<file path="config.mk">
export PLATFORM = sky130hd
export DESIGN_NAME = wb_write_queue_flat
export DESIGN_NICKNAME = d
export VERILOG_FILES = /design/src/rtl/wb_write_queue_if.sv /design/src/rtl/wb_write_queue.sv /design/src/flat_wrapper.sv
export SDC_FILE = /design/constraint.sdc
export NUM_CORES = 1
export LEC_CHECK = 0
export CORE_MARGIN = 3
export CORE_UTILIZATION = 30
export DETAILED_ROUTE_END_ITERATION = 16
export SLEW_MARGIN = 10
export SYNTH_ARGS = -nofsm -noshare
export SYNTH_HDL_FRONTEND = slang
export SYNTH_SLANG_ARGS = --single-unit
</file>
<file path="constraint.sdc">
create_clock -name clk -period 4.1 [get_ports clk]
set_input_delay 0.615 -clock clk [delete_from_list [all_inputs] [get_ports clk]]
set_output_delay 0.615 -clock clk [all_outputs]
set_load 0.005 [all_outputs]
</file>
<file path="src/rtl/wb_write_queue_if.sv">
// Writeback request handshake plus register-file write port of the writeback queue.
// master = request producer / register-file side, slave = the queue itself.
interface wb_write_queue_if;
   logic        in_valid;
   logic        in_ready;
   logic [4:0]  in_addr;
   logic [31:0] in_data;
   logic        wb_hold;
   logic        RegWrite;
   logic [4:0]  write_addr;
   logic [31:0] write_data;

   modport master (
      output in_valid, in_addr, in_data, wb_hold,
      input  in_ready, RegWrite, write_addr, write_data
   );

   modport slave (
      input  in_valid, in_addr, in_data, wb_hold,
      output in_ready, RegWrite, write_addr, write_data
   );
endinterface

</file>
<file path="src/rtl/wb_write_queue.sv">
// Register-file writeback queue: FIFO of {addr, data} drained one entry per non-held cycle,
// with pending-write probes for two read ports. Define WB_QUEUE_BYPASS_EN to add bypass data outputs.
module wb_write_queue #(
   parameter  int DEPTH = 4,
   localparam int PW    = $clog2(DEPTH),
   localparam int CW    = $clog2(DEPTH) + 1
) (
   input  logic            clk,
   input  logic            reset,
   wb_write_queue_if.slave wb,
   input  logic [4:0]      read_addr_1,
   input  logic [4:0]      read_addr_2,
   output logic            pending_1,
   output logic            pending_2,
`ifdef WB_QUEUE_BYPASS_EN
   output logic [31:0]     bypass_data_1,
   output logic [31:0]     bypass_data_2,
`endif
   output logic [CW-1:0]   count
);

   localparam logic [CW-1:0] DEPTH_C = CW'(DEPTH);

   logic [CW-1:0]    count_q, count_d;
   logic [PW-1:0]    head_q, head_d;
   logic [PW-1:0]    tail_q, tail_d;
   logic [DEPTH-1:0] valid_q, valid_d;

   logic [4:0]  addr_mem [DEPTH];
   logic [31:0] data_mem [DEPTH];

   logic push;
   logic pop;
   logic [DEPTH-1:0] match_1;
   logic [DEPTH-1:0] match_2;

   assign wb.in_ready = (count_q != DEPTH_C) && !reset;
   // Address-0 requests complete the handshake but are dropped here.
   assign push = wb.in_valid && wb.in_ready && (wb.in_addr != 5'd0);
   assign pop  = (count_q != '0) && !wb.wb_hold && !reset;

   assign wb.RegWrite   = pop;
   assign wb.write_addr = pop ? addr_mem[head_q] : 5'd0;
   assign wb.write_data = pop ? data_mem[head_q] : 32'd0;
   assign count         = reset ? '0 : count_q;

   always_comb begin
      count_d = count_q;
      head_d  = head_q;
      tail_d  = tail_q;
      valid_d = valid_q;
      if (pop) begin
         head_d          = head_q + 1'b1;
         valid_d[head_q] = 1'b0;
      end
      if (push) begin
         tail_d          = tail_q + 1'b1;
         valid_d[tail_q] = 1'b1;
      end
      case ({push, pop})
         2'b10:   count_d = count_q + 1'b1;
         2'b01:   count_d = count_q - 1'b1;
         default: count_d = count_q;
      endcase
   end

   always_ff @(posedge clk) begin
      if (reset) begin
         count_q <= '0;
         head_q  <= '0;
         tail_q  <= '0;
         valid_q <= '0;
      end else begin
         count_q <= count_d;
         head_q  <= head_d;
         tail_q  <= tail_d;
         valid_q <= valid_d;
      end
   end

   // Payload storage is never reset; the per-slot valid bits hide stale contents.
   always_ff @(posedge clk) begin
      if (push) begin
         addr_mem[tail_q] <= wb.in_addr;
         data_mem[tail_q] <= wb.in_data;
      end
   end

   for (genvar gi = 0; gi < DEPTH; gi++) begin : g_match
      assign match_1[gi] = valid_q[gi] && (addr_mem[gi] == read_addr_1);
      assign match_2[gi] = valid_q[gi] && (addr_mem[gi] == read_addr_2);
   end

   assign pending_1 = !reset && (read_addr_1 != 5'd0) && (|match_1);
   assign pending_2 = !reset && (read_addr_2 != 5'd0) && (|match_2);

`ifdef WB_QUEUE_BYPASS_EN
   logic [31:0] byp_1;
   logic [31:0] byp_2;

   // Walk slots oldest to youngest so the last hit is the youngest matching entry.
   always_comb begin
      logic [PW-1:0] slot;
      byp_1 = 32'd0;
      byp_2 = 32'd0;
      slot  = head_q;
      for (int i = 0; i < DEPTH; i++) begin
         slot = head_q + PW'(i);
         if (match_1[slot]) byp_1 = data_mem[slot];
         if (match_2[slot]) byp_2 = data_mem[slot];
      end
   end

   assign bypass_data_1 = pending_1 ? byp_1 : 32'd0;
   assign bypass_data_2 = pending_2 ? byp_2 : 32'd0;
`endif

endmodule

</file>
<file path="src/flat_wrapper.sv">
// flat-port wrapper written by rule: the top's interface ports become plain ports
module wb_write_queue_flat 
#(
   parameter  int DEPTH = 4,
   localparam int PW    = $clog2(DEPTH),
   localparam int CW    = $clog2(DEPTH) + 1
)
  (clk, reset, read_addr_1, read_addr_2, pending_1, pending_2, count, wb_in_valid, wb_in_addr, wb_in_data, wb_wb_hold, wb_in_ready, wb_RegWrite, wb_write_addr, wb_write_data);
  wb_write_queue_if wb_i ();
  input  logic clk;
  input  logic reset;
  input  logic [4:0] read_addr_1;
  input  logic [4:0] read_addr_2;
  output logic pending_1;
  output logic pending_2;
  output logic [CW-1:0] count;
  input wire logic [$bits(wb_i.in_valid)-1:0] wb_in_valid;
  input wire logic [$bits(wb_i.in_addr)-1:0] wb_in_addr;
  input wire logic [$bits(wb_i.in_data)-1:0] wb_in_data;
  input wire logic [$bits(wb_i.wb_hold)-1:0] wb_wb_hold;
  output wire logic [$bits(wb_i.in_ready)-1:0] wb_in_ready;
  output wire logic [$bits(wb_i.RegWrite)-1:0] wb_RegWrite;
  output wire logic [$bits(wb_i.write_addr)-1:0] wb_write_addr;
  output wire logic [$bits(wb_i.write_data)-1:0] wb_write_data;
  assign wb_i.in_valid = wb_in_valid;
  assign wb_i.in_addr = wb_in_addr;
  assign wb_i.in_data = wb_in_data;
  assign wb_i.wb_hold = wb_wb_hold;
  assign wb_in_ready = wb_i.in_ready;
  assign wb_RegWrite = wb_i.RegWrite;
  assign wb_write_addr = wb_i.write_addr;
  assign wb_write_data = wb_i.write_data;
  wb_write_queue #(.DEPTH(DEPTH)) u_core (.clk(clk), .reset(reset), .wb(wb_i), .read_addr_1(read_addr_1), .read_addr_2(read_addr_2), .pending_1(pending_1), .pending_2(pending_2), .count(count));
endmodule
</file>
==> results.yml, run 1 <==
floorplanning:
  initial_core_util_pct: 31.1
  num_io_pins: 95
  core_area_um2: 22200
  die_y_um: 158
  die_area_um2: 24900
  die_x_um: 158
  placementRows: 54
critical_path:
  cp.arrival_ns: 2.80
  critPathKind: "input port to output pin"
  cp_max_fo: 21
  r2r_cells: 9
  r2r_start: "u_core.count_q[2]$_SDFFE_PP0P_"
  startpoint_type: "input port"
  required_ns: 3.48
  reg2reg_slack_ns: 1.37
  r2r-end: "u_core.count_q[2]$_SDFFE_PP0P_"
  end_kind: "output pin"
cts:
  clk_path_buf_depth: 2
  cts_buffers: 17
  worstSkewPairLatency_ns: 0.42
  postCtsHoldBufs: 0
  cts_resized: 0
  clk_pin_slew_ns: 0.06
  cts.sinks: 161
  cts_tree: "yes"
  post_cts_buffers: 0
  cts.htree.levels: 4
  cts_root_buffer: "clkbuf_16"
placed_design:
  portBuffers: 94
  place_hpwl_mm: 9.54
  gp_congestion: 0.860
  placed_cells: 742
sta:
  fmax_mhz: 293
  finalSetupTns_ns: 0
  slew_violations: 0
  finalCritPeriodShare_pct: 83.2
  hold_viol: 0
  setup_violations: 0
  worst_slew_pin_slew_ns: 0.613
  max-slew-margin-rel_pct: 59.2
  period_minus_slack_ns: 3.41
  fin_skew_ns: 0.00995
  rsz0062_at_grt: "false"
cells_and_area:
  drive_above_1_share_pct: 19.1
  regArea_um2: 4710
  multi_input_area_um2: 2020
  instances_no_fill: 771
  syn2layout_area_growth_pct: 26.8
  fill_cells: 2013
  finalNetCount: 542
  n_antenna_cell: 0
detailed_routing:
  wl_mm: 14.7
  ant_nets: 0
  drt_iter0_drc: 160
  post-route-drc-count: 0
  wl_per_cell_um: 19.1
  vias: 3691
  routed_via_density: 4.79
  drt_first_pass_iters: 4
synth:
  ys_warn_count: 0
  ys_top_cells_by_area: "edfxtp_1 (64%), mux4_2 (9.8%), xor2_1 (4.3%)"
  synthFlopType: "edfxtp_1"
  ys_types: 35
  ys_seq_area_share_pct: 68.0
  synth-edff-count: 148
  syn_nets: 445
  synthCells: 384
  synth_top_area_share_pct: 64.3
  synth.ff_latch_count: 161
  yosysTopAreaCell: "edfxtp_1"
  syn_area_per_cell_um2: 18.0
  synth_area_um2: 6910
  ys_async_sr_fraction_pct: 0
worst_hold_path:
  min_from: "u_core.count_q[1]$_SDFFE_PP0P_"
  min_to: "u_core.count_q[1]$_SDFFE_PP0P_"
  hold-path-cell-count: 2
  min_path_type: "flop to flop"
job:
  maxCapViolCount: 0
grt:
  antenna_found_initial: 0
  grt_max_degree: 26
  gr-total-overflow: 0
  grt_pass1_wl_mm: 22.6
  grt_use_total_pct: 12.3
  grt_pass1_vias: 3942
power:
  power_mw: 3.88
  power_leakage_nw: 2.87
  ir_drop_v: 0.000252
  cellPowerDensity_nw_per_um2: 442
run_status:
  outcome: "complete, no violations"
==> layout by cell type (no fill, tap or decap), drive strengths merged, types with 8 or more instances in the layout <==
master	instances
clkbuf	17
nor2b	16
inv	13
dfxtp	13
and2b	22
xnor2	10
mux4	37
edfxtp	148
clkdlybuf4s50	94
ha	9
buf	9
nor2	14
nor4	8
xor2	34
==> per-stage QoR <==
| stage | instance area, um2 | util, % | hold slack (ns) | worst slack (ns) |
|---|---|---|---|---|
| finish | 8770 | 39.4 | 0.555 | 0.688 |
| global route | 8770 | 39.4 | 0.587 | 0.548 |
| CTS | 8770 | 39.4 | 0.546 | 0.615 |
| detailed placement | 8180 | 36.8 | 0.530 | 0.564 |
| global placement | 8180 | 36.8 | 0.495 | 0.646 |
| floorplan | 6910 | - | 0.478 | 1.28 |
==> layer usage <==
| layer | GRT usage, % | share of wire, % |
|---|---|---|
| met5 | 0 | 0 |
| met4 | 4.34 | 1.7 |
| met3 | 3.03 | 5.4 |
| met2 | 20.8 | 50 |
| met1 | 15.4 | 43 |
==> worst max-delay path, cell delays in order <==
cell             delay, ns
clkdlybuf4s50_1       0.46
or3_2                 0.70
buf_4                 0.30
and2b_1               0.21
clkdlybuf4s50_1       0.50
==> registers in the layout, indices dropped and copies added (netlist names), named ones only <==
register         count
u_core.data_mem    128
u_core.addr_mem     20
u_core.valid_q       4
u_core.count_q       3
u_core.head_q        2
u_core.tail_q        2
==> cells by family after synthesis <==
logic type / share of synthesized area, %
buf+inv: 2.73
flops: 68.0
mux: 12.6
compound gates: 1.79
xor+xnor: 5.57
fa+ha+maj: 1.92
simple gates: 7.37
==> cell usage after synthesis (2+ instances only) <==
cell type	count
edfxtp_1	148
xor2_1	34
mux4_2	30
and2b_2	16
clkbuf_1	16
nor2b_1	16
nor2_1	14
dfxtp_1	13
xnor2_1	10
ha_1	9
inv_1	9
nor4_1	8
mux4_1	7
and2b_1	6
a31oi_1	5
nand2_1	5
and2_2	4
nand3_1	4
buf_6	3
clkbuf_8	3
or4_1	3
a21oi_1	2
a22oi_1	2
a22oi_2	2
and3_1	2
buf_4	2
o21bai_1	2
or3_1	2
==> power breakdown <==
group	total [mW]	switching, mW	internal [mW]
Clock	1.58	0.626	0.952
Sequential	1.88	0.0320	1.85
Combinational	0.417	0.182	0.234
==> worst max-delay path by stage <==
| stage | startpoint | end |
|---|---|---|
| 5_1_grt | reset | wb_write_data[14] |
| 3_3_place_gp | wb_in_addr[3] | u_core.count_q[2]$_SDFFE_PP0P_ |
| 4_1_cts | reset | wb_write_addr[4] |
| 2_1_floorplan | wb_in_addr[0] | u_core.count_q[2]$_SDFFE_PP0P_ |
| 3_5_place_dp | wb_in_addr[3] | u_core.count_q[2]$_SDFFE_PP0P_ |
| 6_report | reset | wb_write_addr[4] |
==> cell type report <==
type                    count  area share [%]
well taps                 280            4.00
multi-input cells         189            23.1
inverters                   9           0.385
flip-flops and latches    161            53.7
clock buffers              17            4.85
repair buffers            103            12.2
clock inverters            12            1.80
Note: power is estimated with default switching activity, not from simulation.
==> inputs of run 2 (changes only) <==
- clock period: 4.1 -> 3.54 ns (I/O delays scaled with it)
==> run 2 against run 1 <==
Clock skew decreased by 0.0032 ns. Worst setup slack got worse by 0.42 ns. Critical path depth increased by 1. Sequential cell count unchanged. Die area unchanged. Worst hold slack got worse by 0.025 ns. Cell count increased by 1.2%. Total power increased by 15%. Via count decreased by 0.62%. Largest cell class unchanged.
==> results.yml, run 2 (same netlist as run 1, synthesis figures left out) <==
job:
  maxCapViolCount: 0
sta:
  worst_slew_pin_slew_ns: 0.591
  fin_skew_ns: 0.00674
  rsz0062_at_grt: "false"
  finalCritPeriodShare_pct: 92.3
  max-slew-margin-rel_pct: 60.6
  slew_violations: 0
  setup_violations: 0
  fmax_mhz: 306
  period_minus_slack_ns: 3.27
  finalSetupTns_ns: 0
  hold_viol: 0
cells_and_area:
  drive_above_1_share_pct: 20.2
  largest_reg_flops: 128
  regMostFlops: "u_core.data_mem"
  instances_no_fill: 780
  finalNetCount: 548
  final_cell_mix: "edfxtp_1 (148), clkdlybuf4s50_1 (94), xor2_1 (34)"
  layout_commonest_cell: "edfxtp_1"
  syn2layout_area_growth_pct: 26.9
  n_antenna_cell: 0
  regArea_um2: 4710
  multi_input_area_um2: 2020
  utilization_pct: 39.5
  largestRegisters: "u_core.data_mem x128, u_core.addr_mem x20, u_core.valid_q x4"
  fill_cells: 1993
detailed_routing:
  post-route-drc-count: 0
  routed_via_density: 4.70
  wl_mm: 14.6
  ant_nets: 0
  drt_first_pass_iters: 4
  wl_per_cell_um: 18.7
  drt_iter0_drc: 192
  vias: 3668
placed_design:
  placed_cells: 748
  portBuffers: 94
  gp_congestion: 0.848
  place_hpwl_mm: 9.74
worst_hold_path:
  min_path_type: "flop to flop"
  hold-path-cell-count: 2
power:
  ir_drop_v: 0.000304
  cellPowerDensity_nw_per_um2: 506
  power_leakage_nw: 2.89
  power_mw: 4.44
critical_path:
  startpoint_type: "input port"
  cpPeakStageDelay_ns: 0.58
  cp.arrival_ns: 2.74
  cp_max_fo: 5
  required_ns: 3.01
  end_kind: "output pin"
  r2r_cells: 9
  cpMaxStageDelayCell: "clkdlybuf4s50_1"
  critPathKind: "input port to output pin"
  path_cells: "clkdlybuf4s50_1 -> xor2_1 -> nor4_1 -> a31oi_1 -> a31oi_1 -> clkdlybuf4s50_1"
cts:
  cts_tree: "yes"
  cts_resized: 0
  worstSkewPairLatency_ns: 0.41
  clk_pin_slew_ns: 0.06
  clk_path_buf_depth: 2
  postCtsHoldBufs: 0
  post_cts_buffers: 0
  cts_root_buffer: "clkbuf_16"
  cts_buffers: 17
  cts.htree.levels: 4
  cts.sinks: 161
floorplanning:
  core_area_um2: 22200
  die_y_um: 158
  die_area_um2: 24900
  num_io_pins: 95
  placementRows: 54
  initial_core_util_pct: 31.1
  die_x_um: 158
grt:
  grt_pass1_wl_mm: 22.7
  gr-max-usage-layer: "met2"
  gr-total-overflow: 0
  grt_pass1_vias: 4038
  antenna_found_initial: 1
  grtUsageMet3_pct: 3.39
  grt_max_degree: 23
  globalRouteMet1Util_pct: 16.0
  grt_use_total_pct: 12.2
  grt.met2_usage_pct: 19.8
run_status:
  outcome: "complete, no violations"
[run 2: cell count changes in the layout (fill, tap and decap cells not counted)]
cell       delta
clkinv_2      -1
bufinv_16     -1
buf_4         +9
clkinv_1      +1
buf_12        -3
clkbuf_1      +1
clkinv_4      +2
inv_6         +1
[run 2: final timing paths]
kind	start	end	slack, ns
max	read_addr_1[3]	pending_1	0.27
min	u_core.count_q[2]$_SDFFE_PP0P_	u_core.count_q[2]$_SDFFE_PP0P_	0.53
max reg2reg	u_core.count_q[2]$_SDFFE_PP0P_	u_core.count_q[2]$_SDFFE_PP0P_	1.16
min reg2reg	u_core.count_q[2]$_SDFFE_PP0P_	u_core.count_q[2]$_SDFFE_PP0P_	0.53
[run 2: critical path, delay by kind of cell]
| kind | cells | cell delay (ns) |
|---|---|---|
| AND/OR/NAND/NOR | 1 | 0.54 |
| XOR/XNOR | 1 | 0.22 |
| AO/OA/AOI/OAI | 2 | 0.36 |
| buffers and inverters | 2 | 1.10 |
[run 2: metrics by stage]
step / hold WS, ns / instance area [um2] / setup WS, ns
floorplan: 0.478 / 6910 / 0.802
global placement: 0.496 / 8190 / 0.351
detailed placement: 0.523 / 8190 / 0.306
global route: 0.584 / 8770 / 0.311
finish: 0.530 / 8770 / 0.271
CTS: 0.532 / 8770 / 0.378
[run 2: final cells by class]
cell class,instances,area share (%)
clock buffer,18,4.89
clock inverter,14,1.74
inverter,9,0.385
multi-input combinational,189,23.0
sequential,161,53.7
tap,280,3.99
timing repair buffer,109,12.3
[run 2: power by group]
part           switching [mW]  internal [mW]
combinational           0.206          0.272
sequential             0.0411           2.14
clock                   0.732           1.05
total                   0.979           3.46
[run 2: routing by layer]
metal / vias to the layer above / share of wire, %
met1: 1879 / 45
met3: 16 / 5.6
met4: 2 / 1.1
met5: - / 0.062
li1: 1672 / -
met2: 99 / 48
==> inputs of run 3 (changes only) <==
- CAP_MARGIN: not set -> 25
- GPL_ROUTABILITY_DRIVEN: not set -> 0
==> results of run 3 <==
No change in the layout: final DEF, timing and power equal those of run 2.
